File: src/rtl/wb_pkg.sv
// Shared constants, buffered entry record and base-priority helper for the
// writeback arbiter and its per-source FIFOs.
package wb_pkg;
  localparam int NUM_SRC = 3;
  localparam int SRC_ALU = 0;
  localparam int SRC_FP  = 1;
  localparam int SRC_LD  = 2;
  localparam int DEST_W  = 5;
  localparam int DATA_W  = 32;

  typedef struct packed {
    logic [DEST_W-1:0] dest;
    logic              isFloat;
    logic [DATA_W-1:0] data;
  } wb_entry_t;

  // One-hot pick of the highest base-priority candidate: load, then ALU, then FP.
  function automatic logic [NUM_SRC-1:0] pickBase(input logic [NUM_SRC-1:0] candidates);
    logic [NUM_SRC-1:0] oneHot;
    oneHot = '0;
    if (candidates[SRC_LD])       oneHot[SRC_LD]  = 1'b1;
    else if (candidates[SRC_ALU]) oneHot[SRC_ALU] = 1'b1;
    else if (candidates[SRC_FP])  oneHot[SRC_FP]  = 1'b1;
    return oneHot;
  endfunction
endpackage

File: src/rtl/wb_fifo.sv
// Per-source writeback buffer: power-of-two circular FIFO whose full flag
// depends only on its own occupancy.
module wb_fifo
  import wb_pkg::*;
#(
  parameter int DEPTH = 2
) (
  input  logic      clk,
  input  logic      rst_n,
  input  logic      push_i,
  input  wb_entry_t pushEntry_i,
  input  logic      pop_i,
  output wb_entry_t head_o,
  output logic      full_o,
  output logic      empty_o
);
  localparam int PTR_W = $clog2(DEPTH);

  wb_entry_t        mem_q [DEPTH];
  logic [PTR_W-1:0] rdPtr_q, rdPtr_d;
  logic [PTR_W-1:0] wrPtr_q, wrPtr_d;
  logic [PTR_W:0]   count_q, count_d;
  logic             doPush, doPop;

  // A full FIFO refuses a push even when it is popped in the same cycle.
  assign full_o  = (count_q == (PTR_W+1)'(DEPTH));
  assign empty_o = (count_q == '0);
  assign doPush  = push_i && !full_o;
  assign doPop   = pop_i && !empty_o;
  assign head_o  = mem_q[rdPtr_q];

  always_comb begin
    rdPtr_d = rdPtr_q;
    wrPtr_d = wrPtr_q;
    count_d = count_q;
    if (doPush) wrPtr_d = wrPtr_q + 1'b1;
    if (doPop)  rdPtr_d = rdPtr_q + 1'b1;
    case ({doPush, doPop})
      2'b10:   count_d = count_q + 1'b1;
      2'b01:   count_d = count_q - 1'b1;
      default: count_d = count_q;
    endcase
  end

  always_ff @(posedge clk) begin
    if (!rst_n) begin
      rdPtr_q <= '0;
      wrPtr_q <= '0;
      count_q <= '0;
    end else begin
      rdPtr_q <= rdPtr_d;
      wrPtr_q <= wrPtr_d;
      count_q <= count_d;
    end
  end

  always_ff @(posedge clk) begin
    if (doPush) mem_q[wrPtr_q] <= pushEntry_i;
  end
endmodule

File: src/rtl/wb_arbiter.sv
// Three-source register-file writeback arbiter: per-source FIFOs, fixed
// priority with starvation urgency, and a registered write port.
module wb_arbiter
  import wb_pkg::*;
#(
  parameter int DEPTH        = 2,
  parameter int STARVE_LIMIT = 4
) (
  input  logic                      clk,
  input  logic                      rst_n,
  input  logic [NUM_SRC-1:0]        src_valid,
  output logic [NUM_SRC-1:0]        src_ready,
  input  logic [NUM_SRC*DEST_W-1:0] src_dest,
  input  logic [NUM_SRC-1:0]        src_float,
  input  logic [NUM_SRC*DATA_W-1:0] src_data,
  output logic                      reg_write,
  output logic                      float_write,
  output logic [DEST_W-1:0]         rd,
  output logic [DEST_W-1:0]         frd,
  output logic [DATA_W-1:0]         write_data,
  output logic [NUM_SRC-1:0]        grant,
  output logic                      busy
);
  localparam int CNT_W = $clog2(STARVE_LIMIT + 1);

  wb_entry_t          pushEntry [NUM_SRC];
  wb_entry_t          head      [NUM_SRC];
  wb_entry_t          selEntry;
  logic [NUM_SRC-1:0] full, empty, nonEmpty, urgent, pick;
  logic [CNT_W-1:0]   starveCnt_q [NUM_SRC];
  logic [CNT_W-1:0]   starveCnt_d [NUM_SRC];

  logic [NUM_SRC-1:0] grant_q, grant_d;
  logic               regWrite_q, regWrite_d;
  logic               floatWrite_q, floatWrite_d;
  logic [DEST_W-1:0]  rd_q, rd_d;
  logic [DEST_W-1:0]  frd_q, frd_d;
  logic [DATA_W-1:0]  writeData_q, writeData_d;

  for (genvar i = 0; i < NUM_SRC; i++) begin : gSrc
    assign pushEntry[i] = '{dest:    src_dest[DEST_W*i +: DEST_W],
                            isFloat: src_float[i],
                            data:    src_data[DATA_W*i +: DATA_W]};

    wb_fifo #(.DEPTH(DEPTH)) uFifo (
      .clk         (clk),
      .rst_n       (rst_n),
      .push_i      (src_valid[i]),
      .pushEntry_i (pushEntry[i]),
      .pop_i       (pick[i]),
      .head_o      (head[i]),
      .full_o      (full[i]),
      .empty_o     (empty[i])
    );

    assign src_ready[i] = !full[i];
    assign nonEmpty[i]  = !empty[i];
    assign urgent[i]    = nonEmpty[i] && (starveCnt_q[i] == CNT_W'(STARVE_LIMIT));
  end

  // Urgent sources form a separate tier above everyone else; base order breaks ties.
  assign pick = (|urgent) ? pickBase(urgent) : pickBase(nonEmpty);

  always_comb begin
    selEntry = '0;
    for (int i = 0; i < NUM_SRC; i++) begin
      if (pick[i]) selEntry = head[i];
    end
  end

  always_comb begin
    for (int i = 0; i < NUM_SRC; i++) begin
      starveCnt_d[i] = starveCnt_q[i];
      if (!nonEmpty[i] || pick[i])
        starveCnt_d[i] = '0;
      else if (starveCnt_q[i] != CNT_W'(STARVE_LIMIT))
        starveCnt_d[i] = starveCnt_q[i] + 1'b1;
    end
  end

  // Integer writes to register 0 are consumed and shown on grant but never enabled.
  always_comb begin
    grant_d      = '0;
    regWrite_d   = 1'b0;
    floatWrite_d = 1'b0;
    rd_d         = '0;
    frd_d        = '0;
    writeData_d  = '0;
    if (|pick) begin
      grant_d     = pick;
      writeData_d = selEntry.data;
      if (selEntry.isFloat) begin
        floatWrite_d = 1'b1;
        frd_d        = selEntry.dest;
      end else begin
        regWrite_d = (selEntry.dest != '0);
        rd_d       = selEntry.dest;
      end
    end
  end

  always_ff @(posedge clk) begin
    if (!rst_n) begin
      for (int i = 0; i < NUM_SRC; i++) starveCnt_q[i] <= '0;
      grant_q      <= '0;
      regWrite_q   <= 1'b0;
      floatWrite_q <= 1'b0;
      rd_q         <= '0;
      frd_q        <= '0;
      writeData_q  <= '0;
    end else begin
      for (int i = 0; i < NUM_SRC; i++) starveCnt_q[i] <= starveCnt_d[i];
      grant_q      <= grant_d;
      regWrite_q   <= regWrite_d;
      floatWrite_q <= floatWrite_d;
      rd_q         <= rd_d;
      frd_q        <= frd_d;
      writeData_q  <= writeData_d;
    end
  end

  assign grant       = grant_q;
  assign reg_write   = regWrite_q;
  assign float_write = floatWrite_q;
  assign rd          = rd_q;
  assign frd         = frd_q;
  assign write_data  = writeData_q;
  assign busy        = (|nonEmpty) || (|grant_q);
endmodule

File: config.mk
export PLATFORM = sky130hd
export DESIGN_NAME = wb_arbiter
export DESIGN_NICKNAME = d
export VERILOG_FILES = /design/src/rtl/wb_pkg.sv /design/src/rtl/wb_fifo.sv /design/src/rtl/wb_arbiter.sv
export SDC_FILE = /design/constraint.sdc
export NUM_CORES = 1
export LEC_CHECK = 0
export ABC_AREA = 1
export BUFFER_PORTS_ARGS = -buffer_cell sky130_fd_sc_hd__buf_4
export CAP_MARGIN = 20
export CORE_ASPECT_RATIO = 0.9
export CORE_MARGIN = 5
export CORE_UTILIZATION = 35
export DETAILED_ROUTE_END_ITERATION = 8
export PLACE_DENSITY = 0.6
export SYNTH_ARGS = -nofsm -noshare
export SYNTH_HDL_FRONTEND = slang
export SYNTH_SLANG_ARGS = --single-unit
export TNS_END_PERCENT = 1
File: constraint.sdc
create_clock -name clk -period 7.6 [get_ports clk]
set_clock_uncertainty 0.15 [all_clocks]
set_input_delay 1.9 -clock clk [delete_from_list [all_inputs] [get_ports clk]]
set_output_delay 1.9 -clock clk [all_outputs]
set_load 0.01 [all_outputs]
==> out/qor.yml, run 1 <==
status: "completed"
place_inst: 1429
h-tree-depth: 1
drive_gt1_frac: 0.3167
grt_usage: 0.1474
worst-path-max-fanout: 5
setup_violations: 0
finalNonFillerCells: 1487
synth_edf_count: 228
grt-ovfl-total: 0
synth.distinct_cells: 36
rsz0062_at_grt: "false"
synth_warnings: 0
cts.clk_slew.worst_paths_ps: 60
numCtsBuffers: 30
drtIter0Drc: 422
globalplace.congestion: 0.7519
worstMarginPinSlew_ps: 920.5
slew_viol_final: 0
powerDensity_mw_per_mm2: 366.5
dp_hpwl_mm: 18.74
grt_pass1_wl_mm: 41.82
die_h_um: 181.9
maxCapViolCount: 0
grt_pass1_vias: 7108
p_leak_nw: 5.366
hold_class: "register to register"
rrSetupSlack_ps: 4970
synth_seq_cells: 299
cts_buffer_depth: 3
postLayoutCellArea_sq_mm: 0.01428
fp.coreArea_sq_mm: 0.03271
post_cts.repair.setup_buffers: 0
route.antenna.remaining_nets: 0
dpl-instance-area_sq_mm: 0.01319
relSlewSlack: 0.3863
fp-row-count: 63
hold_viol_final: 0
synthTopCellsByCount: "edfxtp_1, nand2_1, dfxtp_1"
ys_async_sr_fraction: 0
portBuffers: 169
synth_area_per_cell_sq_um: 13.27
netlist_instances: 866
area_growth_pct: 24.19
die_w_um: 201.0
wl_per_cell_um: 18.49
clockRootBuffer: "clkbuf_16"
fin_nets: 1169
cpLargestDelayFamily: "simple AND/OR/NAND/NOR gates"
drt-total-wl_mm: 27.50
vias_per_cell: 4.668
arrival_ps: 1870
crit_buf_inv: 1
end_kind: "primary output"
ys.flop_type: "edfxtp_1"
irDropWorstVdd_uv: 200.7
clk_latency_ps: 540
synth_top_cell_area_share: 0.5956
pre_cts_ws_ps: 3965
cts-resized-gates: 0
start_kind: "register"
synth-seq-area-share: 0.7192
crit_chain: "nor2_4 > nand4_1 > or4_1 > buf_4"
dr.pass1.iters: 5
fin_ws_ps: 3677
vias: 6942
route.detailed.drc: 0
cts_num_sinks: 299
synthTopCellsByArea: "edfxtp_1, dfxtp_1, nand2_1"
slowest_stage: "or4_1"
die_area_sq_mm: 0.03658
period_share: 0.5162
finalCriticalPeriod_ps: 3923
antenna_found_initial: 1
io_pins: 170
initial_core_util: 0.3514
clock.fmax_mhz: 254.9
postCtsHoldBufs: 0
path_class: "register to primary output"
cts_tree: "done"
cp.required_ps: 5550
synth_top_area_cell: "edfxtp_1"
grt_max_degree: 77
max_stage_delay_ps: 450
fin_util: 0.4365
yosysMostFrequentCell: "edfxtp_1"
synth_nets: 994
fin_setup_tns_ps: 0
synth_area_sq_mm: 0.01150
fillers: 3000
-- placed cells by master (no fill, tap or decap), drive strengths merged --
| cell | count |
|---|---|
| clkbuf | 39 |
| dfxtp | 71 |
| edfxtp | 228 |
| bufinv | 5 |
| a21oi | 27 |
| nand3 | 16 |
| ha | 9 |
| inv | 66 |
| xnor2 | 3 |
| mux2i | 9 |
| nand4 | 2 |
| or4 | 1 |
| xor2 | 2 |
| clkinv | 10 |
| clkinvlp | 2 |
| o211ai | 65 |
| nor3 | 3 |
| buf | 178 |
| a31oi | 30 |
| diode | 1 |
| nor2 | 37 |
| or2 | 34 |
| o21ai | 24 |
| nand2 | 203 |
-- final cells by class --
class / count / area (sq um) / share of cell area
diodes: 1 / 2.502 / 0.0001753
clock buffers: 39 / 825.8 / 0.05784
clock inverters: 16 / 209.0 / 0.01464
inverters: 67 / 259.0 / 0.01814
multi-input cells: 465 / 2788 / 0.1953
flip-flops and latches: 299 / 8277 / 0.5797
well taps: 422 / 528.0 / 0.03698
repair buffers: 178 / 1389 / 0.09727
-- registers in the layout, indices dropped and copies added, names as in the netlist, 3 cells and up, named ones only --
| name | flops |
|---|---|
| gSrc.uFifo.mem_q | 228 |
| write_data | 32 |
| starveCnt_q | 9 |
| gSrc.uFifo.count_q | 6 |
| frd | 5 |
| rd | 5 |
| gSrc.uFifo.rdPtr_q | 3 |
| gSrc.uFifo.wrPtr_q | 3 |
| grant | 3 |
-- power breakdown --
| part | internal [mW] | total (mW) | switching, mW |
|---|---|---|---|
| clock network | 0.932 | 1.53 | 0.596 |
| logic | 0.512 | 1.40 | 0.887 |
| registers | 2.09 | 2.31 | 0.219 |
| total | 3.53 | 5.23 | 1.70 |
-- final timing paths --
kind	start	to	depth (start not counted)
worst max-delay path	gSrc[0].uFifo.count_q[1]	busy	4
worst min-delay path	gSrc[2].uFifo.rdPtr_q	register	1
worst max register to register	starveCnt_q[0][3]	frd[3]	12
worst min register to register	gSrc[2].uFifo.rdPtr_q	register	1
-- stage by stage --
step	hold slack [ps]	power [mW]
floorplan	275.7	3.263
CTS	301.3	5.311
global placement	285.1	3.731
global route	344.9	5.547
detailed placement	292.9	3.770
finish	301.9	5.233
-- per-layer routing --
metal | global-route usage | share of wire | up-vias
met5 | 0 | 0 | -
met4 | 0.04129 | 0.028 | 0
met3 | 0.02429 | 0.047 | 47
met2 | 0.2459 | 0.48 | 191
met1 | 0.2005 | 0.45 | 3299
li1 | - | - | 3405
-- cells by family (layout without fill, tap and decap cells) --
group | Yosys count | count (layout) | synth area share
AO/OA/AOI/OAI | 146 | 146 | 0.1007
XOR/XNOR | 5 | 5 | 0.003810
adder cells (fa/ha/maj) | 9 | 9 | 0.009796
buffers and inverters | 102 | 300 | 0.04245
flip-flops | 299 | 299 | 0.7192
multiplexers | 9 | 9 | 0.007837
other | 0 | 1 | 0
AND/OR/NAND/NOR | 296 | 296 | 0.1162
(Power assumes the default switching activity.)
==> inputs of run 2 (changes only) <==
PLACE_DENSITY = 0.62   (was 0.6)
clock period = 3.16 ns   (was 7.6 ns; I/O delays follow)
==> run 2 against run 1 <==
- setup slack lost 3400 ps
- clock-buffer cell count grew 9
- non-clock buffer count grew 7
- die area is the same
- combinational power grew to 2.6 times the previous value
- core utilization shrank 0.19 points
- sequential cell count is the same
- total power grew 140%
- first-iteration DRC count shrank 2.1%
- worst hold slack lost 23 ps
- via count grew 1.4%
==> out/qor.yml, run 2 (synthesis results as in run 1) <==
status: "completed"  # unchanged
numCtsBuffers: 31  # was 30
cts-resized-gates: 0  # unchanged
vias_per_cell: 4.701  # was 4.668
postCtsHoldBufs: 0  # unchanged
hold_class: "primary input to register"  # was register to register
portBuffers: 169  # unchanged
maxCapViolCount: 0  # unchanged
crit_buf_inv: 1  # unchanged
area_growth_pct: 23.65  # was 24.19%
most-common-layout-cells: "edfxtp_1, nand2_1, buf_4"  # unchanged
crit_chain: "nor2_4 > nand4_1 > or4_1 > buf_4"  # unchanged
clockRootBuffer: "clkbuf_16"  # unchanged
hold_path_depth: 1  # unchanged
vias: 7042  # was 6942
clk_latency_ps: 540  # about the same
fin_ws_ps: 312.4  # was 3677 ps
rsz0062_at_grt: "false"  # unchanged
hold_viol_final: 0  # unchanged
path_class: "register to primary output"  # unchanged
clock.fmax_mhz: 351.2
cp.required_ps: 2220  # was 5550 ps
slowest_stage: "or4_1"  # unchanged
worstMarginPinSlew_ps: 797.8  # was 920.5 ps
regMostFlops: "gSrc.uFifo.mem_q"  # unchanged
setup_violations: 0  # unchanged
dr.pass1.iters: 4  # was 5
cts.clk_slew.worst_paths_ps: 60  # about the same
die_w_um: 201.0  # unchanged
wl_per_cell_um: 18.79  # was 18.49 um
route.detailed.drc: 0  # unchanged
antenna_found_initial: 4  # was 1
largest_reg_flops: 228  # unchanged
start_kind: "register"  # unchanged
p_leak_nw: 5.346  # was 5.366 nW
grt-ovfl-total: 0  # unchanged
die_h_um: 181.9  # unchanged
irDropWorstVdd_uv: 517.6  # was 200.7 uV
pre_cts_ws_ps: 723.8  # was 3965 ps
grt_pass1_vias: 6991  # was 7108
slew_viol_final: 0  # unchanged
fin_nets: 1177  # was 1169
grt_usage: 0.1488  # was 0.1474
grt_max_degree: 77  # unchanged
post_cts.repair.setup_buffers: 0  # unchanged
worst-path-max-fanout: 5  # unchanged
reg2reg_depth: 12  # unchanged
drive_gt1_frac: 0.3169  # was 0.3167
end_kind: "primary output"  # unchanged
fp-row-count: 63  # unchanged
route.antenna.remaining_nets: 0  # unchanged
period_share: 0.9011
fp.coreArea_sq_mm: 0.03271  # unchanged
die_area_sq_mm: 0.03658  # unchanged
dp_hpwl_mm: 19.25  # was 18.74 mm
max_stage_delay_ps: 440  # was 450 ps
final_common_cell: "edfxtp_1"  # unchanged
worst-path-stages: 4  # unchanged
initial_core_util: 0.3514  # unchanged
relSlewSlack: 0.4681  # was 0.3863
drtIter0Drc: 413  # was 422
io_pins: 170  # unchanged
finalCriticalPeriod_ps: 2848
globalplace.congestion: 0.7434  # was 0.7519
cpLargestDelayFamily: "simple AND/OR/NAND/NOR gates"  # unchanged
fin_setup_tns_ps: 0  # unchanged
cts_tree: "done"  # unchanged
drt-total-wl_mm: 28.15  # was 27.50 mm
cts_buffer_depth: 3  # unchanged
powerDensity_mw_per_mm2: 873.0  # was 366.5 mW/mm^2
h-tree-depth: 1  # unchanged
arrival_ps: 1910  # was 1870 ps
grt_pass1_wl_mm: 41.95  # was 41.82 mm
cts_num_sinks: 299  # unchanged
-- run 2: cell count changes in the layout (fill, tap and decap cells not counted), moves of 2 or more --
cell | previous run | this run
diode_2 | 1 | 3
clkbuf_8 | 2 | 4
buf_16 | 2 | 0
clkinv_2 | 8 | 6
clkinv_4 | 0 | 2
clkbuf_1 | 6 | 13
bufinv_16 | 5 | 1
buf_4 | 175 | 184
clkinvlp_4 | 2 | 0
-- run 2: metal layers --
layer	part of all wire	up-vias	GRT usage
met5	0.0012	-	0
met4	0.022	4	0.03496
met3	0.059	41	0.03036
met2	0.48	207	0.2485
met1	0.44	3371	0.2014
li1	-	3419	-
-- run 2: stage by stage --
stage	cells	cell area, sq um	power [mW]	util	hold slack (ps)
after floorplan	866	11500	7.847	-	275.7
after global placement	1438	13250	9.087	0.4050	280.2
after detailed placement	1438	13250	9.174	0.4050	292.3
after CTS	1495	14210	12.60	0.4343	254.3
after global routing	1496	14210	13.14	0.4344	252.4
final	1498	14210	12.41	0.4345	278.6
-- run 2: path summary, 6_finish.rpt --
path	slack, ps	end	startpoint
max	310	busy	gSrc[0].uFifo.count_q[1]
min	280	gSrc[2].uFifo.mem_q[0][14]	src_data[78]
max reg2reg	720	gSrc[1].uFifo.count_q[1]	starveCnt_q[0][6]
min reg2reg	310	register	gSrc[2].uFifo.rdPtr_q
-- run 2: where the power goes --
group | internal (mW) | switching, mW | total, mW
sequential | 5.02 | 0.377 | 5.39
clock | 1.99 | 1.42 | 3.41
combinational | 1.24 | 2.36 | 3.60
-- run 2: final cells by class --
cell class | instances | area (sq um)
fill | 2989 | 18500
antenna | 3 | 7.507
timing repair buffer | 185 | 1401
multi-input combinational | 465 | 2788
sequential | 299 | 8274
clock buffer | 48 | 879.6
tap | 422 | 528.0
inverter | 67 | 259.0
clock inverter | 9 | 77.57
